### src/rtl/csi_stream_monitor.sv
// CSI video-stream health monitor on the byte-clock domain.
// Measures line/frame geometry, frame rate and protocol sanity from the
// in_frame / in_line / dat_vld taps, and drives a registered debug bus.
module csi_stream_monitor #(
    parameter int WORDS_PER_LINE  = 480,
    parameter int LINES_PER_FRAME = 1080,
    parameter int CNT_W           = 16,
    parameter int FPS_W           = 8,
    parameter int LOCK_FRAMES     = 2
) (
    input  logic             clk,
    input  logic             reset,
    input  logic             in_frame,
    input  logic             in_line,
    input  logic             dat_vld,
    input  logic             sec_tick,
    input  logic             clr_err,
    input  logic [1:0]       dbg_sel,
    output logic [CNT_W-1:0] frame_cnt,
    output logic [CNT_W-1:0] last_line_cnt,
    output logic [CNT_W-1:0] last_word_cnt,
    output logic [FPS_W-1:0] fps,
    output logic             err_line_len,
    output logic             err_frame_len,
    output logic             err_proto,
    output logic             locked,
    output logic [7:0]       debug_pins
);

    localparam logic [CNT_W-1:0]   CNT_MAX   = '1;
    localparam logic [FPS_W-1:0]   FPS_MAX   = '1;
    localparam logic [CNT_W-1:0]   WPL_N     = CNT_W'(WORDS_PER_LINE);
    localparam logic [CNT_W-1:0]   LPF_N     = CNT_W'(LINES_PER_FRAME);
    localparam int                 CLEAN_W   = (LOCK_FRAMES < 2) ? 1 : $clog2(LOCK_FRAMES + 1);
    localparam logic [CLEAN_W-1:0] LOCK_N    = CLEAN_W'(LOCK_FRAMES);
    localparam int                 FPS_DBG_W = (FPS_W < 8) ? FPS_W : 8;
    localparam int                 CNT_DBG_W = (CNT_W < 8) ? CNT_W : 8;

    typedef enum logic [1:0] {
        S_IDLE,
        S_FRAME,
        S_LINE
    } state_t;

    state_t state, state_nxt;

    logic               frame_d, line_d;
    logic               frame_rise, frame_fall, line_rise, line_fall;
    logic               frame_start, frame_end, line_start, line_end;
    logic               proto_evt, line_bad, frame_len_bad, frame_bad;
    logic [CNT_W-1:0]   word_ctr, line_ctr, words_done, lines_done;
    logic [FPS_W-1:0]   sec_ctr, sec_sum;
    logic [CLEAN_W-1:0] clean_ctr, clean_nxt;

    assign frame_rise = in_frame & ~frame_d;
    assign frame_fall = ~in_frame & frame_d;
    assign line_rise  = in_line & ~line_d;
    assign line_fall  = ~in_line & line_d;

    // Next-state decode and per-cycle frame/line boundary strobes
    always_comb begin
        state_nxt   = state;
        frame_start = 1'b0;
        frame_end   = 1'b0;
        line_start  = 1'b0;
        line_end    = 1'b0;
        case (state)
            S_IDLE: begin
                if (frame_rise) begin
                    state_nxt   = S_FRAME;
                    frame_start = 1'b1;
                end
            end
            S_FRAME: begin
                if (frame_fall) begin
                    state_nxt = S_IDLE;
                    frame_end = 1'b1;
                end else if (line_rise) begin
                    state_nxt  = S_LINE;
                    line_start = 1'b1;
                end
            end
            S_LINE: begin
                // A frame fall inside a line closes the line first, then the frame.
                if (frame_fall) begin
                    state_nxt = S_IDLE;
                    line_end  = 1'b1;
                    frame_end = 1'b1;
                end else if (line_fall) begin
                    state_nxt = S_FRAME;
                    line_end  = 1'b1;
                end
            end
            default: state_nxt = S_IDLE;
        endcase
    end

    // Derived counts including this cycle's word/line, plus error and lock decisions
    always_comb begin
        words_done    = (dat_vld && word_ctr != CNT_MAX) ? word_ctr + 1'b1 : word_ctr;
        lines_done    = (line_end && line_ctr != CNT_MAX) ? line_ctr + 1'b1 : line_ctr;
        sec_sum       = (frame_end && sec_ctr != FPS_MAX) ? sec_ctr + 1'b1 : sec_ctr;
        proto_evt     = (dat_vld && state != S_LINE) || (line_rise && state == S_IDLE);
        line_bad      = line_end && (words_done != WPL_N);
        frame_len_bad = frame_end && (lines_done != LPF_N);
        clean_nxt     = clean_ctr;
        if (frame_end) begin
            if (frame_bad || line_bad || frame_len_bad) begin
                clean_nxt = '0;
            end else if (clean_ctr != LOCK_N) begin
                clean_nxt = clean_ctr + 1'b1;
            end
        end
        if (line_bad || proto_evt) begin
            clean_nxt = '0;
        end
    end

    // FSM state and one-cycle-delayed input copies for edge detection
    always_ff @(posedge clk) begin
        if (reset) begin
            state   <= S_IDLE;
            frame_d <= 1'b0;
            line_d  <= 1'b0;
        end else begin
            state   <= state_nxt;
            frame_d <= in_frame;
            line_d  <= in_line;
        end
    end

    // Geometry counters, results, sticky errors, fps and lock tracking
    always_ff @(posedge clk) begin
        if (reset) begin
            word_ctr      <= '0;
            line_ctr      <= '0;
            frame_bad     <= 1'b0;
            frame_cnt     <= '0;
            last_line_cnt <= '0;
            last_word_cnt <= '0;
            sec_ctr       <= '0;
            fps           <= '0;
            clean_ctr     <= '0;
            locked        <= 1'b0;
            err_line_len  <= 1'b0;
            err_frame_len <= 1'b0;
            err_proto     <= 1'b0;
        end else begin
            if (line_start) begin
                word_ctr <= '0;
            end else if (state == S_LINE) begin
                word_ctr <= words_done;
            end
            if (frame_start) begin
                line_ctr  <= '0;
                frame_bad <= 1'b0;
            end else begin
                if (line_end) begin
                    line_ctr <= lines_done;
                end
                if (line_bad) begin
                    frame_bad <= 1'b1;
                end
            end
            if (line_end) begin
                last_word_cnt <= words_done;
            end
            if (frame_end) begin
                last_line_cnt <= lines_done;
                frame_cnt     <= frame_cnt + 1'b1;
            end
            if (sec_tick) begin
                fps     <= sec_sum;
                sec_ctr <= '0;
            end else begin
                sec_ctr <= sec_sum;
            end
            clean_ctr     <= clean_nxt;
            locked        <= (clean_nxt == LOCK_N);
            err_line_len  <= line_bad | (err_line_len & ~clr_err);
            err_frame_len <= frame_len_bad | (err_frame_len & ~clr_err);
            err_proto     <= proto_evt | (err_proto & ~clr_err);
        end
    end

    // Registered debug bus, source chosen by dbg_sel
    always_ff @(posedge clk) begin
        if (reset) begin
            debug_pins <= '0;
        end else begin
            case (dbg_sel)
                2'd0:    debug_pins <= {locked, err_proto, err_frame_len, err_line_len,
                                        in_frame, in_line, dat_vld, sec_tick};
                2'd1:    debug_pins <= 8'(frame_cnt[CNT_DBG_W-1:0]);
                2'd2:    debug_pins <= 8'(fps[FPS_DBG_W-1:0]);
                default: debug_pins <= 8'(last_word_cnt[CNT_DBG_W-1:0]);
            endcase
        end
    end

endmodule

### config.mk
export PLATFORM = sky130hd
export DESIGN_NAME = csi_stream_monitor
export DESIGN_NICKNAME = d
export VERILOG_FILES = /design/src/rtl/csi_stream_monitor.sv
export SDC_FILE = /design/constraint.sdc
export NUM_CORES = 1
export LEC_CHECK = 0
export ABC_AREA = 0
export CAP_MARGIN = 20
export CORE_MARGIN = 4
export CORE_UTILIZATION = 59
export DETAILED_ROUTE_END_ITERATION = 7
export PLACE_DENSITY = 0.86
export SKIP_LAST_GASP = 1
export SLEW_MARGIN = 20
export SYNTH_ARGS = -nofsm -noshare
export SYNTH_HDL_FRONTEND = slang
export SYNTH_SLANG_ARGS = --single-unit
export TNS_END_PERCENT = 1
### constraint.sdc
create_clock -name clk -period 6.8 [get_ports clk]
set_clock_uncertainty 0.2 [all_clocks]
set_input_delay 1.36 -clock clk [delete_from_list [all_inputs] [get_ports clk]]
set_output_delay 1.36 -clock clk [all_outputs]
set_load 0.01 [all_outputs]
==> After elaboration in Yosys (flattened, before gate mapping) <==
Cells that the tools add are included.
{ "totals": {"register_bits": 115, "output_inout_bits": 68, "elab_cells": 94} }
{ "op_classes": {"add_sub_neg": 5, "eq_ne": 15, "muxes": 24, "n_bitwise": 15, "reduce_logical": 18} }
{ "op_table": {"columns": ["op", "count"], "rows": [
  ["$add 16x1->16 const B", 3],
  ["$mux 16", 2],
  ["$ne 16x16->1 const B", 2],
  ["$pmux 8 s3", 1],
  ["$mux 2", 9],
  ["$ne 16x11->1 const B", 1],
  ["$ne 16x9->1 const B", 1],
  ["$mux 1", 10],
  ["$add 8x1->8 const B", 1],
  ["$mux 8", 1],
  ["$ne 8x8->1 const B", 1],
  ["$reduce_or 2->1", 4],
  ["$and 1x1->1", 7],
  ["$logic_and 1x1->1", 7],
  ["$eq 2x2->1 const B", 3],
  ["$ne 2x2->1 const B", 3],
  ["$ne 3x3->1 const B", 2],
  ["$pmux 2 s3", 1],
  ["$not 1->1", 5],
  ["$eq 2x1->1 const B", 2],
  ["$logic_not 2->1", 2],
  ["$logic_or 1x1->1", 4],
  ["$or 1x1->1", 3],
  ["$reduce_and 3->1", 1],
  ["$add 2x1->2 const B", 1]
]} }

==> Depth between registers and ports, before layout <==
{ "depth": {"ltp_word": 14, "depth_mapped": 11} }

==> Least setup slack after synthesis <==
OpenSTA, ideal clock, no wires.
{ "synth_path": {"path_kind": "in2reg", "startpoint": "in dat_vld", "endpoint": "reg locked", "t_arrival_ps": 3561, "setup_slack_ps": 2974, "cell_stages": 9, "n_path_buf": 1, "cell_sequence": "buf_4 > nand4_2 > nor4_1 > mux2i_1 > o2111ai_1 > or4_1 > o31a_1 > nor4_4 > nor2b_1"} }
{ "synth_between": {"elab_chain_cells": 10} }
{ "synth_rtl": {"columns": ["element", "line_no", "rtl"], "rows": [
  ["start: declaration", "15", "input logic dat_vld,"],
  ["$logic_and 1x1->1", "100", "words_done = (dat_vld && word_ctr != CNT_MAX) ? word_ctr + 1'b1 : word_ctr;"],
  ["$mux 16", "100", null],
  ["$ne 16x9->1", "104", "line_bad = line_end && (words_done != WPL_N);"],
  ["$logic_and 1x1->1", "104", null],
  ["$logic_or 1x1->1 (2 in series)", "108", "if (frame_bad || line_bad || frame_len_bad) begin"],
  ["$mux 2", "108", null],
  ["$mux 2", "107", "if (frame_end) begin"],
  ["$mux 2 *", "114", "if (line_bad || proto_evt) begin"],
  ["$eq 2x2->1 *", "179", "locked <= (clean_nxt == LOCK_N);"],
  ["end signal: assignment", "179", null],
  ["end: declaration", "26", "output logic locked,"]
]} }
Mark *: on every way between the ends. The rest lies on a longest branch, timed or not.
A chain may end at the register's enable or synchronous reset.

==> Worst setup path after layout <==
Ends and elaborated chain as after synthesis.

==> summary.txt <==
Synth
  • Post-Syn Nets: between 600 and 700
  • Avg Inst Size Synth: 8.709 um2
  • Ys async rst share: 0
  • Most common cell in the netlist: dfxtp_1
  • Top_reg_cell synth: dfxtp_1
  • Most instantiated cells after synthesis: dfxtp_1 (115), nor2_1 (106), nand2_1 (45)
  • Register area share after synthesis: 0.4163
  • Post-synth top area share: 0.4163
  • Ys Warns: 0
  • Largest area contributor in the netlist: dfxtp_1
  • Top cells by area, synth: dfxtp_1 (42%), nor2_1 (7.2%), a211oi_1 (4.3%), xor2_1 (4.0%), xnor2_1 (3.8%)
  • Post-synth EDFFs: 0
  • #FFs+latches synth: about 120
  • Yosys cell types: between 60 and 70
  • Mapped Area: 5530 um2
  • Synth Instances: 635

STA
  • Final Hold Fails: 0
  • Final setup TNS: 0 ps
  • Worst Tran Pin Value: roughly 830 ps
  • Rel. slew slack: 0.4489
  • Final setup fails: 0
  • Fin. max-slew vios: 0
  • Minimum clock period: approximately 4300 ps
  • Hold Slack: 258.9 ps
  • Max Freq: about 230 MHz
  • Final Cycle Share: 0.6263
  • RSZ-0062 raised after global routing: false

Place
  • Final Wtd Congestion: 0.9019
  • Detailed Place HPWL: 9580 um
  • IO Port Bufs: 76

Cells and area
  • Final Core Density: 0.7445
  • FILL cells: 645
  • Sequential Area: around 2300 um2
  • Multi-input gate area: 2997 um2
  • Layout cell share with drive strength beyond 1: 0.09531
  • Ant diodes: 0
  • Area delta synth->final: 23.80%
  • Final #Nets: 708

Power
  • Leakage: 2.315 nW
  • Worst IR drop on VDD: roughly 170 uV
  • Pwr Density: 244.4 nW/um2

Critical path
  • Worst endpoint data arrival time: 4500 ps
  • CP startpoint kind: input pin
  • R2r startpoint: state[0]$_SDFFE_PP0P_
  • CP endpoint kind: flop
  • Worst Path Required: approximately 7000 ps
  • Reg-to-reg endpoint: locked$_SDFF_PP0_
  • Register-to-register setup slack: 3070 ps
  • Worst reg2reg path depth: 10
  • Crit Path Class: input pin to flop
  • Crit Path Max Fanout: 11

Clocking
  • TritonCTS buffer count: 17
  • Max clock buf depth: 2
  • Post-cts sizing count: 0
  • Root buffer cell: clkbuf_8
  • Hold buffers post-CTS: 0
  • Clk slew on worst S/H paths: 60 ps
  • CTS tree: yes
  • CTS Sinks: 115
  • Post-CTS Setup Inserts: 0
  • Clk_lat worst skew: slightly above 500 ps
  • H-tree depth: 4

Drt
  • First-pass DRT Iterations: 6
  • Drt initial violations: 312
  • Drt total wl: 14030 um
  • Final ANT Viol Nets: 0
  • Avg WL per Cell: between 15 and 20 um
  • Via count: 4883
  • Vias per cell: 5.999
  • DR DRC count: 0

Min path
  • Worst Hold Path EP: last_word_cnt[12]$_SDFFE_PP0P_
  • Hold_sp: last_word_cnt[12]$_SDFFE_PP0P_
  • Hold Path Depth: 2
  • Hold crit path type: flop to flop

Die
  • Initial core utilization: 0.6014
  • Core area: around 9200 um2
  • Die W: 104.8 um
  • Die ar.: 10990 um2
  • I/O pin total: 77
  • Die Y: 104.8 um
  • Row count: 35

Outcome
  • Outcome: complete, no violations

Global routing
  • Gr ovfl total: 0
  • GRT Total Usage: 0.2621
  • Largest net degree at the start of global routing: 77
  • Vias in the first global route: just under 5k
  • First-pass GRT wire length: 23650 um
  • Initial antenna violation count: 0

Run
  • Number of max-cap violations: 0
-- power by group --
group / total (mW) / switching (mW) / internal [mW]
combinational: 0.109 / 0.0624 / 0.0465
sequential: 0.697 / 0.0106 / 0.687
clock: 0.867 / 0.332 / 0.534
-- through the flow --
step                      power, mW  instances  setup WS [ps]  cell area (um2)
after floorplan              0.7771        635           2974             5530
after global placement       0.8138        782           2202             6257
after detailed placement     0.8183        782           2100             6257
after CTS                     1.681        814           2586             6839
after global routing          1.726        814           2407             6847
final                         1.673        814           2541             6847
-- sequential cells by signal (all words and copies together), names as in the netlist --
register / cells
last_word_cnt: 16
line_ctr: 16
locked: 1
state: 2
err_frame_len: 1
frame_cnt: 16
clean_ctr: 2
debug_pins: 8
err_line_len: 1
line_d: 1
err_proto: 1
fps: 8
frame_d: 1
sec_ctr: 8
word_ctr: 16
frame_bad: 1
last_line_cnt: 16
-- placed cells by master (no fill, tap or decap), types with 24 or more instances in the layout --
cell type,n
nand3_1,28
clkdlybuf4s50_1,75
nor2_1,106
xnor2_1,24
a21oi_1,27
dfxtp_1,115
nand2_1,45
xor2_1,25
a211oi_1,32
-- worst max path at each step --
stage            start                 to  slack (ps)  cells after the start
2_1_floorplan  dat_vld  locked$_SDFF_PP0_        2970                      9
3_3_place_gp   dat_vld  locked$_SDFF_PP0_        2200                      9
3_5_place_dp   dat_vld  locked$_SDFF_PP0_        2100                      9
4_1_cts        dat_vld  locked$_SDFF_PP0_        2590                      9
5_1_grt        dat_vld  locked$_SDFF_PP0_        2410                      9
6_report       dat_vld  locked$_SDFF_PP0_        2540                      9
-- metal layers --
layer | routed length (um) | part of all wire | up-vias | GRT usage
li1 | - | - | 2355 | -
met4 | 250 | 0.018 | 0 | 0.09278
met5 | 0 | 0 | - | 0
met2 | 7217 | 0.51 | 184 | 0.4638
met3 | 778 | 0.055 | 28 | 0.05744
met1 | 5786 | 0.41 | 2316 | 0.3116
-- worst max-delay path, stage by stage --
cell,delay (ps)
clkdlybuf4s50_1,730
nand4_2,200
nor4_1,550
mux2i_1,320
o2111ai_1,130
or4_1,420
o31a_1,330
nor4_4,290
nor2b_1,160
-- logic make-up after synthesis --
kind of cell | count (synthesis) | share of synthesized area
buffers and inverters | 56 | 0.04389
AOI/OAI and AO/OA | 106 | 0.1274
DFF | 115 | 0.4163
and+or+nand+nor | 284 | 0.2672
adders and majority gates | 9 | 0.02036
xor gates and xnor gates | 49 | 0.07760
muxes | 16 | 0.04728
-- layout make-up --
type                    instances  area share
clock buffers                  18     0.06250
flip-flops and latches        115      0.3363
repair buffers                 79      0.1137
multi-input cells             464      0.4377
clock inverters                14     0.02248
inverters                      13    0.007127
well taps                     111     0.02029
No activity file was read; power rests on OpenSTA's default activity.
